`src/rtl/branch_ctrl.sv`:
```
// branch_ctrl: control-flow sequencer for the RV32I core.
//
// Owns the program counter, runs the single-outstanding instruction fetch
// handshake, holds the fetched instruction for decode, and resolves
// branch / JAL / JALR from execute. Prediction is static not-taken: fetch
// always runs ahead at pc+4, and a taken, aligned result flushes and
// redirects fetch.
//
// Ports:
//   clk, rst_n                 clock, asynchronous active-low reset
//   imem_req_o/imem_addr_o     fetch request and address (address = PC)
//   imem_gnt_i                 request accepted this cycle
//   imem_rvalid_i/imem_rdata_i fetch response
//   if_valid_o/if_instr_o/if_pc_o, if_ready_i   decode handshake
//   br_valid_i, br_kind_i, br_funct3_i, br_pc_i, br_imm_i, br_rs1_i, br_rs2_i
//                              resolution request from execute
//   redirect_o/redirect_pc_o   one-cycle flush pulse and new fetch address
//   link_we_o/link_addr_o      one-cycle link write pulse, br_pc + 4
//   misalign_exc_o             one-cycle pulse: taken target not word-aligned
//   br_illegal_o               one-cycle pulse: branch funct3 of 2 or 3
module branch_ctrl #(
  parameter logic [31:0] RESET_PC = 32'h0000_0000
) (
  input  logic        clk,
  input  logic        rst_n,
  // instruction memory
  output logic        imem_req_o,
  output logic [31:0] imem_addr_o,
  input  logic        imem_gnt_i,
  input  logic        imem_rvalid_i,
  input  logic [31:0] imem_rdata_i,
  // decode
  output logic        if_valid_o,
  output logic [31:0] if_instr_o,
  output logic [31:0] if_pc_o,
  input  logic        if_ready_i,
  // resolution from execute
  input  logic        br_valid_i,
  input  logic [1:0]  br_kind_i,
  input  logic [2:0]  br_funct3_i,
  input  logic [31:0] br_pc_i,
  input  logic [31:0] br_imm_i,
  input  logic [31:0] br_rs1_i,
  input  logic [31:0] br_rs2_i,
  // resolution results
  output logic        redirect_o,
  output logic [31:0] redirect_pc_o,
  output logic        link_we_o,
  output logic [31:0] link_addr_o,
  output logic        misalign_exc_o,
  output logic        br_illegal_o
);

  typedef enum logic [2:0] {
    StIdle,
    StReq,
    StWait,
    StHold,
    StDrop
  } state_e;

  state_e      state_q, state_d;
  logic [31:0] pc_q, pc_d;
  logic [31:0] instr_q, instr_d;
  logic [31:0] ipc_q, ipc_d;

  logic        redirect_q, link_we_q, misalign_q, illegal_q;
  logic [31:0] redirect_pc_q, link_addr_q;

  // ---------------------------------------------------------------------------
  // Resolution
  // ---------------------------------------------------------------------------
  logic        is_branch, is_jal, is_jalr;
  logic        cmp_eq, cmp_lt, cmp_ltu;
  logic        cond_raw, f3_bad, br_taken, taken;
  logic [31:0] target;
  logic        aligned, do_redirect;

  assign is_branch = br_valid_i && (br_kind_i == 2'b00);
  assign is_jal    = br_valid_i && (br_kind_i == 2'b01);
  assign is_jalr   = br_valid_i && (br_kind_i == 2'b10);

  assign cmp_eq  = (br_rs1_i == br_rs2_i);
  assign cmp_lt  = ($signed(br_rs1_i) < $signed(br_rs2_i));
  assign cmp_ltu = (br_rs1_i < br_rs2_i);

  // funct3[2:1] picks the comparison, funct3[0] inverts it (BNE/BGE/BGEU).
  always_comb begin
    cond_raw = 1'b0;
    f3_bad   = 1'b0;
    unique case (br_funct3_i[2:1])
      2'b00:   cond_raw = cmp_eq;
      2'b10:   cond_raw = cmp_lt;
      2'b11:   cond_raw = cmp_ltu;
      default: f3_bad   = 1'b1;
    endcase
  end

  assign br_taken = is_branch && !f3_bad && (cond_raw ^ br_funct3_i[0]);
  assign taken    = br_taken || is_jal || is_jalr;

  assign target = is_jalr ? ((br_rs1_i + br_imm_i) & 32'hFFFF_FFFE) : (br_pc_i + br_imm_i);

  assign aligned     = (target[1:0] == 2'b00);
  assign do_redirect = taken && aligned;

  // ---------------------------------------------------------------------------
  // Fetch FSM
  // ---------------------------------------------------------------------------
  always_comb begin
    state_d = state_q;
    pc_d    = pc_q;
    instr_d = instr_q;
    ipc_d   = ipc_q;

    unique case (state_q)
      StIdle: state_d = StReq;
      StReq: begin
        if (imem_gnt_i) state_d = StWait;
      end
      StWait: begin
        if (imem_rvalid_i) begin
          instr_d = imem_rdata_i;
          ipc_d   = pc_q;
          state_d = StHold;
        end
      end
      StHold: begin
        if (if_ready_i) begin
          pc_d    = pc_q + 32'd4;
          state_d = StReq;
        end
      end
      StDrop: begin
        if (imem_rvalid_i) state_d = StReq;
      end
      default: state_d = StIdle;
    endcase

    // A redirect overrides everything above, including a same-cycle decode
    // accept. If a response is still owed to us (granted now, or awaited and
    // not arriving this cycle) it must be swallowed in DROP before refetching.
    if (do_redirect) begin
      pc_d = target;
      if (((state_q == StWait || state_q == StDrop) && !imem_rvalid_i) ||
          (state_q == StReq && imem_gnt_i)) begin
        state_d = StDrop;
      end else begin
        state_d = StReq;
      end
    end
  end

  always_ff @(posedge clk or negedge rst_n) begin
    if (!rst_n) begin
      state_q       <= StIdle;
      pc_q          <= RESET_PC;
      instr_q       <= '0;
      ipc_q         <= '0;
      redirect_q    <= 1'b0;
      redirect_pc_q <= '0;
      link_we_q     <= 1'b0;
      link_addr_q   <= '0;
      misalign_q    <= 1'b0;
      illegal_q     <= 1'b0;
    end else begin
      state_q       <= state_d;
      pc_q          <= pc_d;
      instr_q       <= instr_d;
      ipc_q         <= ipc_d;
      redirect_q    <= do_redirect;
      redirect_pc_q <= do_redirect ? target : '0;
      link_we_q     <= is_jal || is_jalr;
      link_addr_q   <= (is_jal || is_jalr) ? (br_pc_i + 32'd4) : '0;
      misalign_q    <= taken && !aligned;
      illegal_q     <= is_branch && f3_bad;
    end
  end

  // ---------------------------------------------------------------------------
  // Outputs
  // ---------------------------------------------------------------------------
  assign imem_req_o     = (state_q == StReq);
  assign imem_addr_o    = pc_q;
  assign if_valid_o     = (state_q == StHold);
  assign if_instr_o     = instr_q;
  assign if_pc_o        = ipc_q;
  assign redirect_o     = redirect_q;
  assign redirect_pc_o  = redirect_pc_q;
  assign link_we_o      = link_we_q;
  assign link_addr_o    = link_addr_q;
  assign misalign_exc_o = misalign_q;
  assign br_illegal_o   = illegal_q;

endmodule

```
`config.mk`:
```
export PLATFORM = sky130hd
export DESIGN_NAME = branch_ctrl
export DESIGN_NICKNAME = d
export VERILOG_FILES = /design/src/rtl/branch_ctrl.sv
export SDC_FILE = /design/constraint.sdc
export NUM_CORES = 1
export LEC_CHECK = 0
export BUFFER_PORTS_ARGS = -buffer_cell sky130_fd_sc_hd__buf_2
export CAP_MARGIN = 20
export CORE_MARGIN = 2
export CORE_UTILIZATION = 40
export DETAILED_ROUTE_END_ITERATION = 10
export GPL_TIMING_DRIVEN = 0
export PLACE_DENSITY = 0.69
export REMOVE_ABC_BUFFERS = 1
export SETUP_SLACK_MARGIN = 0.02
export SLEW_MARGIN = 20
export SYNTH_ARGS = -nofsm -noshare
export SYNTH_HDL_FRONTEND = slang
export SYNTH_SLANG_ARGS = --single-unit
```
`constraint.sdc`:
```
create_clock -name clk -period 2 [get_ports clk]
set_input_delay 0.3 -clock clk [delete_from_list [all_inputs] [get_ports clk]]
set_output_delay 0.3 -clock clk [all_outputs]
set_load 0.01 [all_outputs]
```
; Word level (Yosys, flattened, before mapping)
; Index checks and enable logic that the tools add are counted.
[totals]
mem_bits_rw = 0
mem_bits_ro = 0
ff_bits = 167
elab_cells = 72
out_inout_bits = 166
mem_count = 0
inputBits = 171
latchBits = 0
[classes]
n_div = 0
reduce_logical = 27
mux = 15
order_cmp = 2
n_bitwise = 1
n_shift = 0
mul = 0
eq_ne = 13
n_addsub = 4
[ops]
columns = operator, count
row1 = $mux 32, 6
row2 = $add 32x3->32 const B, 2
row3 = $add 32x32->32, 2
row4 = $lt 32x32->1, 2
row5 = $eq 32x32->1, 1
row6 = $mux 3, 6
row7 = $pmux 3 s5, 1
row8 = $logic_and 1x1->1, 10
row9 = $eq 2x2->1 const B, 3
row10 = $eq 3x2->1 const B, 2
row11 = $logic_not 2->1, 3
row12 = $ne 3x1->1 const B, 2
row13 = $ne 3x3->1 const B, 2
row14 = $logic_or 1x1->1, 5
row15 = $reduce_and 2->1, 2
row16 = $reduce_and 4->1, 1
row17 = $reduce_bool 2->1, 2
row18 = $eq 3x1->1 const B, 1
row19 = $eq 3x3->1 const B, 1
row20 = $logic_not 3->1, 1
row21 = $pmux 1 s3, 1
row22 = $reduce_or 3->1, 1
row23 = $eq 2x1->1 const B, 1
row24 = $logic_not 1->1, 2
row25 = other kinds (2), 2

; Logic depth before layout (Yosys ltp)
[logic_depth]
word_depth = 9
mapped_depth = 14
ltp_nobuf = 12

; Worst setup path after synthesis
; Ideal clock, no wire load.
[synth_path]
path_kind = input -> register
start = input br_imm_i[1]
end = register pc_q[30], in the netlist imem_addr_o[30]
required_time_ns = 1.870
setup_time_ns = 0.130
arrival_time_ns = 2.436
stages = 11
setup_slack_ns = -0.566
path_cell_list = inv_1 fa_1 nor2b_1 o31a_1 a31oi_1 o21a_1 o21ai_2 a22oi_1 or3_1 a32oi_1 mux2i_1
[synth_via]
elab_chain_len = 6
[synth_lines]
columns = item, line_no
row1 = start: declaration, 42  ; input logic [31:0] br_imm_i,
row2 = $add 32x32->32, 102  ; assign target = is_jalr ? ((br_rs1_i + br_imm_i) & 32'hFFFF_FFFE) : (br_pc_i + br_imm_i);
row3 = $mux 32 (*), 102
row4 = $logic_not 2->1, 104  ; assign aligned = (target[1:0] == 2'b00);
row5 = $logic_and 1x1->1, 105  ; assign do_redirect = taken && aligned;
row6 = $reduce_bool 2->1 (no source line), n/a
row7 = $reduce_and 2->1 (no source line), n/a
row8 = end signal: assignment, 168  ; pc_q <= pc_d;
row9 = end: declaration, 63  ; logic [31:0] pc_q, pc_d;
; Mark *: on every way between the ends. The rest lies on a longest branch, timed or not.
; A chain may end at the register's enable or synchronous reset.

; Worst setup path after layout
[layout_path]
start = input br_imm_i[20]
end = register pc_q[31], in the netlist imem_addr_o[31]
[layout_via]
elab_chain_len = 3
[layout_lines]
columns = item, line_no
row1 = $add 32x32->32, 102
row2 = $mux 32 (*), 102
row3 = $mux 32 (*), 143  ; if (do_redirect) begin
; Marked as above.

==> reports/results.ini <==
[status]
outcome = finished with violations
violations = setup timing

[floorplanning]
die_area_sq_mm = 0.0297
die_y_um = 172
start_util = 0.406
die_w_um = 172
core_area_sq_mm = 0.0279
row_count = 61
num_io_pins = 337

[logic_synthesis]
ys_ff_latch = 167
synthFlopType = dfrtp_1
seq_area_frac_synth = 0.369
ys_warn_count = 0
synth.avg_cell_area_sq_um = 9.14
synth_edf_count = 0
ys_types = 69
syn_area_sq_mm = 0.0113
syn_inst = 1238
synth-async-reset-ratio = 1.00

[sta]
period_needed_ps = 2420
hold_viol_final = 0
tightest_slew_ps = 970
slew_headroom = 0.352
clock.fmax_mhz = 413
timing.final.ws_setup_ps = -424
min_period_over_period = 1.21
slew_violations = 0
fin_setup_tns_ps = -22280
rsz0062_at_grt = yes
hold_ws_ps = 103
finalSetupViolCount = 67
fin_skew_ps = 10.1

[detailed_routing]
drt-total-wl_um = 37500
ant_nets = 0
detailroute.via_count = 10872
vias_per_cell = 5.38
wl_per_cell_um = 18.6
drc = 0
drtIter0Drc = 569
dr.pass1.iters = 4

[cells_and_area]
final_cell_mix = 287 x buf_2, 165 x dfrtp_1, 106 x nor2_1, 90 x nand2_1, 87 x a21oi_1
final_core_util = 0.591
final-seq-area_sq_mm = 0.00418
layout_commonest_cell = buf_2
multiInputGateArea_sq_mm = 0.00816
syn_to_final_growth_pct = 45.4
num-fill-cells = 2366
fin_nets = 1894
drive_above_1_share = 0.444
design_area_sq_mm = 0.0165

[worst_setup_path]
crit_slowest_cell = a2111oi_4
regToRegSetupSlack_ps = -310
reg2reg_depth = 9
arrival_ps = 2740
critPathBufInv = 1
max_stage_delay_ps = 420
critPathKind = input pin to flop
crit_cells = 11
cp-end-kind = flop
startpoint_type = input pin
critPathTopFamily = simple AND/OR/NAND/NOR gates
crit_fanout = 3
reg2reg_from = state_q[2]
crit_chain = buf_2 > ha_4 > nand4_1 > nor4_4 > o211ai_1 > nand4_1 > nand2_2 > a2111oi_4 > nand2_2 > xnor2_2 > o21ai_1
reg2reg_to = imem_addr_o[26]
critPathRequiredTime_ps = 2310

[place]
hpwl_um = 26800
dpl_worst_slack_ps = -2570
port_buffers = 336
gp_congestion = 0.905
place_area_sq_mm = 0.0134

[cts]
clk_pin_slew_worst_paths_ps = 70
numCtsBuffers = 17
insertion_delay_ps = 430
htreeDepth = 4
cts_root_buf = clkbuf_16
clk_path_buf_depth = 2
cts.sinks = 167
cts_tree = yes

[global_routing]
grt_overflow_total = 0
track_usage = 0.238
grt_max_degree = 99
grt_pass1_wl_um = 54300
first_global_vias = 10103
antenna_found_initial = 4

[power]
power_per_cell_area_mw_per_mm2 = 891
ir_drop_mv = 0.572
leakage_uw = 0.00762

[hold_path]
hold_start = imem_rdata_i[21]
min_path_type = input pin to flop
worstHoldEndpoint = if_instr_o[21]
holdPathStages = 2

[run]
drv_cap = 0

==> sequential cells by signal (all words and copies together) (netlist names) <==
name / flops
if_instr_o: 32
imem_addr_o: 32
if_pc_o: 32
link_addr_o: 32
redirect_pc_o: 32
redirect_o: 1
state_q: 3
br_illegal_o: 1
link_we_o: 1
misalign_exc_o: 1
==> routing by layer <==
metal,up-vias,wire length (um),track usage
met3,54,2050,0.0314
met4,0,776,0.0731
met2,375,18900,0.414
met5,-,0,0
li1,5231,-,-
met1,5212,15800,0.309
==> worst max-delay path by stage <==
| stage | to | from | slack, ps |
|---|---|---|---|
| after floorplan | if_instr_o[0] | state_q[2] | -3570 |
| after global placement | if_instr_o[23] | state_q[0] | -5500 |
| after detailed placement | imem_addr_o[3] | br_rs1_i[31] | -2570 |
| after CTS | state_q[0] | br_rs1_i[31] | -540 |
| after global routing | imem_addr_o[31] | br_imm_i[11] | -490 |
| final | imem_addr_o[31] | br_imm_i[20] | -420 |
==> layout make-up <==
cell class                 count  share of cell area
antenna                        4            0.000608
clock buffer                  19              0.0263
clock inverter                12             0.00730
inverter                      54              0.0133
multi-input combinational    970               0.496
sequential                   167               0.254
tap                          378              0.0287
timing repair buffer         413               0.172
timing repair inverter         3             0.00175
==> where the power goes <==
part / switching [uW] / total (uW) / leakage, uW / internal (uW)
sequential: 847 / 5270 / 0.00208 / 4420
clock: 1380 / 3110 / 0.000258 / 1730
combinational: 3260 / 6280 / 0.00528 / 3030
total: 5480 / 14700 / 0.00762 / 9180
==> cell families after synthesis <==
| family | Yosys count | share of synthesized area |
|---|---|---|
| AO/OA/AOI/OAI | 296 | 0.166 |
| XOR/XNOR | 96 | 0.0743 |
| adder cells (fa/ha/maj) | 97 | 0.109 |
| buffers and inverters | 103 | 0.0394 |
| flip-flops | 167 | 0.369 |
| multiplexers | 73 | 0.0716 |
| other | 1 | 0.000331 |
| AND/OR/NAND/NOR | 405 | 0.171 |
==> cells in the mapped netlist (27+ instances only) <==
library cell / instances / area share
nand2_1: 96 / 0.032
nor2_1: 142 / 0.047
mux2_2: 64 / 0.064
a21oi_1: 102 / 0.045
clkbuf_1: 27 / 0.0090
xor2_1: 51 / 0.039
xnor2_1: 45 / 0.035
and3_1: 28 / 0.015
a21o_1: 29 / 0.019
ha_1: 95 / 0.11
inv_1: 53 / 0.018
nand3_1: 30 / 0.013
dfrtp_1: 167 / 0.37
o21ai_0: 50 / 0.022
==> stage by stage <==
step / total power (uW) / instances
floorplan: 8340 / 1190
global placement: 10400 / 1904
detailed placement: 10600 / 1916
CTS: 14200 / 1985
global route: 15600 / 2020
finish: 14700 / 2020
==> what timing repair did <==
action	4_1_cts	5_1_grt
hold endpoints to repair	97	0
cloned	6	0
pin swaps	55	100
hold buffers	1	0
endpoints found under the setup margin	104	70
setup buffers	34	31
gates resized for setup	169	249
No activity file was read; power rests on OpenSTA's default activity.
